<file path="config.mk">
export PLATFORM = sky130hd
export DESIGN_NAME = meas_sequencer
export DESIGN_NICKNAME = d
export VERILOG_FILES = /design/src/rtl/meas_sequencer.sv
export SDC_FILE = /design/constraint.sdc
export NUM_CORES = 1
export LEC_CHECK = 0
export CORE_MARGIN = 2
export CORE_UTILIZATION = 35
export DETAILED_ROUTE_END_ITERATION = 8
export PLACE_DENSITY_LB_ADDON = 0.05
export SKIP_LAST_GASP = 1
export SLEW_MARGIN = 20
export SYNTH_ARGS = -nofsm -noshare
export SYNTH_HDL_FRONTEND = slang
export SYNTH_SLANG_ARGS = --single-unit
</file>
<file path="constraint.sdc">
create_clock -name clk -period 2.15 [get_ports clk]
set_clock_uncertainty 0.05 [all_clocks]
set_input_delay 0.43 -clock clk [delete_from_list [all_inputs] [get_ports clk]]
set_output_delay 0.43 -clock clk [all_outputs]
set_load 0.02 [all_outputs]
</file>
<file path="src/rtl/meas_sequencer.sv">
// Settle-then-acquire measurement sequencer: sums, averages and peaks NUM_SAMPLES ADC magnitudes.
// Optional ACQUIRE inactivity timeout is compiled in with MEAS_TIMEOUT_EN.
module meas_sequencer #(
    parameter int SAMPLE_W       = 12,
    parameter int NUM_SAMPLES    = 64,
    parameter int TIMEOUT_CYCLES = 4096
) (
    input  logic                                    clk,
    input  logic                                    rst,
    input  logic                                    start_i,
    output logic                                    busy_o,
    output logic                                    timer_start_o,
    input  logic                                    timer_done_i,
    input  logic                                    sample_valid_i,
    input  logic [SAMPLE_W-1:0]                     sample_i,
    output logic                                    result_valid_o,
    output logic [SAMPLE_W+$clog2(NUM_SAMPLES)-1:0] sum_o,
    output logic [SAMPLE_W-1:0]                     mean_o,
    output logic [SAMPLE_W-1:0]                     peak_o,
    output logic                                    error_o
);

    localparam int CNT_W = $clog2(NUM_SAMPLES);
    localparam int SUM_W = SAMPLE_W + CNT_W;

    if (NUM_SAMPLES < 2 || (NUM_SAMPLES & (NUM_SAMPLES - 1)) != 0 || TIMEOUT_CYCLES < 1) begin : g_cfg_check
        $error("meas_sequencer: NUM_SAMPLES must be a power of two >= 2 and TIMEOUT_CYCLES >= 1");
    end

    typedef enum logic [2:0] {
        IDLE,
        ARM,
        SETTLE,
        ACQUIRE,
        REPORT
    } state_t;

    state_t state;
    state_t state_nxt;

    logic [SUM_W-1:0]    acc;
    logic [SAMPLE_W-1:0] peak;
    logic [CNT_W-1:0]    count;

    logic [SAMPLE_W-1:0] mag;
    logic [SUM_W-1:0]    acc_nxt;
    logic [SAMPLE_W-1:0] peak_nxt;
    logic                accept;
    logic                last;
    logic                timeout_hit;

    // Two's-complement negate in SAMPLE_W bits maps the most negative code onto its exact magnitude.
    always_comb begin
        mag      = sample_i[SAMPLE_W-1] ? (~sample_i + 1'b1) : sample_i;
        accept   = (state == ACQUIRE) && sample_valid_i;
        last     = accept && (count == CNT_W'(NUM_SAMPLES - 1));
        acc_nxt  = acc + SUM_W'(mag);
        peak_nxt = (mag > peak) ? mag : peak;
    end

    always_comb begin
        state_nxt = state;
        case (state)
            IDLE:    if (start_i) state_nxt = ARM;
            ARM:     state_nxt = SETTLE;
            SETTLE:  if (timer_done_i) state_nxt = ACQUIRE;
            ACQUIRE: begin
                if (last) begin
                    state_nxt = REPORT;
                end else if (timeout_hit) begin
                    state_nxt = IDLE;
                end
            end
            REPORT:  state_nxt = IDLE;
            default: state_nxt = IDLE;
        endcase
    end

    always_ff @(posedge clk or posedge rst) begin
        if (rst) begin
            state <= IDLE;
        end else begin
            state <= state_nxt;
        end
    end

    // Outputs are registered from the next state so they line up with the state they describe.
    always_ff @(posedge clk or posedge rst) begin
        if (rst) begin
            busy_o         <= 1'b0;
            timer_start_o  <= 1'b0;
            result_valid_o <= 1'b0;
            sum_o          <= '0;
            mean_o         <= '0;
            peak_o         <= '0;
        end else begin
            busy_o         <= (state_nxt != IDLE);
            timer_start_o  <= (state_nxt == ARM);
            result_valid_o <= last;
            if (last) begin
                sum_o  <= acc_nxt;
                mean_o <= acc_nxt[SUM_W-1:CNT_W];
                peak_o <= peak_nxt;
            end
        end
    end

    always_ff @(posedge clk or posedge rst) begin
        if (rst) begin
            acc   <= '0;
            peak  <= '0;
            count <= '0;
        end else if (state == IDLE && start_i) begin
            acc   <= '0;
            peak  <= '0;
            count <= '0;
        end else if (accept) begin
            acc   <= acc_nxt;
            peak  <= peak_nxt;
            count <= count + 1'b1;
        end
    end

`ifdef MEAS_TIMEOUT_EN
    localparam int TO_W = $clog2(TIMEOUT_CYCLES + 1);

    logic [TO_W-1:0] to_cnt;

    // Counts idle ACQUIRE cycles since entry or the last accepted sample.
    assign timeout_hit = (state == ACQUIRE) && !sample_valid_i
                         && (to_cnt == TO_W'(TIMEOUT_CYCLES - 1));

    always_ff @(posedge clk or posedge rst) begin
        if (rst) begin
            to_cnt  <= '0;
            error_o <= 1'b0;
        end else begin
            error_o <= timeout_hit;
            if (state != ACQUIRE || accept) begin
                to_cnt <= '0;
            end else begin
                to_cnt <= to_cnt + 1'b1;
            end
        end
    end
`else
    assign timeout_hit = 1'b0;
    assign error_o     = 1'b0;
`endif

endmodule

</file>
==> impl_metrics.tcl <==
set metrics [dict create \
    wl_per_cell_um 16.2 \
    track_usage 0.188 \
    drt_iter0_drc 147 \
    dp_hpwl_um 7890 \
    cts_buffers 9 \
    fin_util 0.580 \
    hold_viol 0 \
    max_stage_delay_ns 0.54 \
    final_area_um2 6630 \
    comb_power_share 0.537 \
    critPathArrivalTime_ns 3.14 \
    slew_headroom 0.639 \
    required_ns 2.32 \
    synth_top_cell_by_area "dfrtp_1" \
    multiInputGateArea_um2 2690 \
    ys_ff_latch 72 \
    leakage_nw 2.92 \
    cp_max_fo 5 \
    grt_max_degree 73 \
    drt_wl_total_um 11600 \
    netlist.area_leader.share 0.439 \
    synth_top_flop_cell "dfrtp_1" \
    layout-drive-gt1-share 0.380 \
    core_um2 11400 \
    slew_viol_final 0 \
    root_buffer "clkbuf_16" \
    cts_tree "yes" \
    power.density_nw_per_um2 1150 \
    yosys_warnings 0 \
    dieWidth_um 112 \
    seqPwrFrac 0.249 \
    clock-sinks 72 \
    syn_avg_cell_area_um2 9.89 \
    cp_num_buf_inv 2 \
    switchingPower_mw 2.75 \
    ant_nets 0 \
    die-area_um2 12600 \
    synth_common_cells "dfrtp_1 (72), nand2_1 (50), o21ai_0 (43), ha_1 (28)" \
    clk_path_buf_depth 2 \
    met3_usage 0.0518 \
    cp_cell_sequence "buf_6 -> or4_4 -> or2_4 -> o21ai_4 -> xnor2_4 -> ha_4 -> nand4_1 -> a211o_1 -> a31oi_4 -> buf_6 -> mux2i_4 -> o21ai_1" \
    grt_util_met2 0.307 \
    p_int_mw 4.84 \
    dr.pass1.iters 4 \
    cp_slowest_cell "or4_4" \
    ff2ff_path_depth 9 \
    regArea_um2 1800 \
    min_period_ns 2.98 \
    vias 3597 \
    antenna_cells 0 \
    violations "negative setup slack" \
    clkPwrFrac 0.215 \
    hold_depth 2 \
    ios 63 \
    syn_inst 415 \
    clkTransAtPathRegs_ns 0.06 \
    syn_area_um2 4100 \
    peakVddDrop_uv 687 \
    clk_latency_ns 0.34 \
    crit_cells 12 \
    gp_congestion 0.838 \
    use_met1 0.240 \
    finalSetupViolations 50 \
    syn_nets 461 \
    drc 0 \
    initial_core_util 0.359 \
    crit_family "simple AND/OR/NAND/NOR gates" \
    startpoint_type "input port" \
    grt_pass1_vias 3738 \
    cap_viol_max_count 0 \
    antenna_found_initial 0 \
    worst_pin_slew_ns 0.540 \
    synth_cell_types 50 \
    rsz0062_at_grt "yes" \
    place_area_um2 5400 \
    crit_type "input port to register" \
    routed_via_density 5.04 \
    worst_slack_ns -0.827 \
    nFillCells 994 \
    switching_share 0.362 \
    outcome "finished with violations" \
    io_buffers 61 \
    grt_pass1_wl_um 18900 \
    ys_seq_area_frac 0.439 \
    hold_class "register to register" \
    grt_overflow 0 \
    grt.busiest_layer "met2" \
    yosysMostFrequentCell "dfrtp_1" \
    h-tree-depth 3 \
    synth_area_leaders "dfrtp_1 (44%), ha_1 (8.5%), o21ai_0 (5.2%), nand2_1 (4.6%), a22o_1 (3.8%)" \
    path_common_cell "buf_6" \
    synth_edf_count 0 \
    dieHeight_um 112 \
    synthArstFlopShare 1.00 \
    syn2layout_area_growth_pct 61.5 \
    clock.fmax_mhz 336 \
    row_count 39 \
    nets 612 \
    finalCritPeriodShare 1.38 \
    end_kind "register" \
]
[metal layers]
metal	up-vias	share of wire	routed length, µm
li1	1770	-	-
met1	1750	0.45	5230
met2	57	0.48	5600
met3	20	0.038	437
met4	0	0.026	305
met5	-	0	0
[state kept, by name, summed over array words and instances, names as in the netlist]
signal	cells
peak	12
acc	18
busy_o	1
sum_o	18
timer_start_o	1
peak_o	12
state	3
count	6
result_valid_o	1
[per-stage QoR]
step / total power [mW] / setup slack [ns] / instances / hold WS (ns) / TNS [ns]
2_1_floorplan: 3.63 / -0.883 / 415 / 0.391 / -36.71
3_3_place_gp: 4.65 / -1.54 / 672 / 0.405 / -73.79
3_5_place_dp: 4.69 / -1.64 / 672 / 0.411 / -76.86
4_1_cts: 6.90 / -0.823 / 703 / 0.424 / -31.62
5_1_grt: 8.06 / -0.964 / 714 / 0.442 / -37.24
6_report: 7.59 / -0.827 / 714 / 0.420 / -31.63
[power by group through the flow]
stage               sequential (mW)  clock [mW]  combinational [mW]
detailed placement             1.87           0                2.82
global route                   1.92        1.71                4.43
CTS                            1.88        1.67                3.35
floorplan                      1.84           0                1.79
finish                         1.89        1.63                4.07
global placement               1.87           0                2.77
[path summary, 6_finish.rpt]
check	from	slack [ns]	end
max in group asynchronous	rst	1.21	count[1]
min in group asynchronous	rst	0.47	peak_o[3]
worst max register to register	acc[0]	-0.15	sum_o[10]
worst max-delay path	sample_i[6]	-0.83	peak_o[0]
worst min register to register	sum_o[0]	0.42	sum_o[0]
worst min-delay path	sum_o[0]	0.42	sum_o[0]
[tightest hold or removal path, delay by kind of cell (launching register included)]
family	cells	cell delay, ns
flops	1	0.34
simple gates	2	0.10
[area by class of cell]
class	count	share of cell area
clock inverter	6	0.0125
timing repair buffer	169	0.233
multi-input combinational	294	0.406
clock buffer	10	0.0361
sequential	72	0.272
tap	143	0.0270
inverter	20	0.0130
[cells in the final DEF (no fill, tap or decap), drive strengths merged, types with 3 or more instances in the layout]
master and n:
a21o 5, a21oi 19, a22o 18, a31oi 3
and3 6, buf 116, clkbuf 10, clkdlybuf4s50 51
clkinv 4, dfrtp 72, ha 28, inv 18
mux2 3, mux2i 13, nand2 50, nand3 3
nand4 11, nor2 13, nor2b 3, nor3 4
o211ai 5, o21ai 48, o31ai 7, xnor2 16
xor2 13
[what timing repair did]
item | in CTS | in global routing
setup endpoints to repair | 56 | 54
hold buffers | 0 | 0
resized for setup | 114 | 71
pin swaps | 52 | 57
setup buffers | 16 | 12
[cells by family after synthesis]
group | synth area share
compound gates | 0.186
simple gates | 0.121
flops | 0.439
buf+inv | 0.0610
fa+ha+maj | 0.0902
xor+xnor | 0.0619
mux | 0.0399
other cells | 0.000914
(Power assumes the default switching activity.)
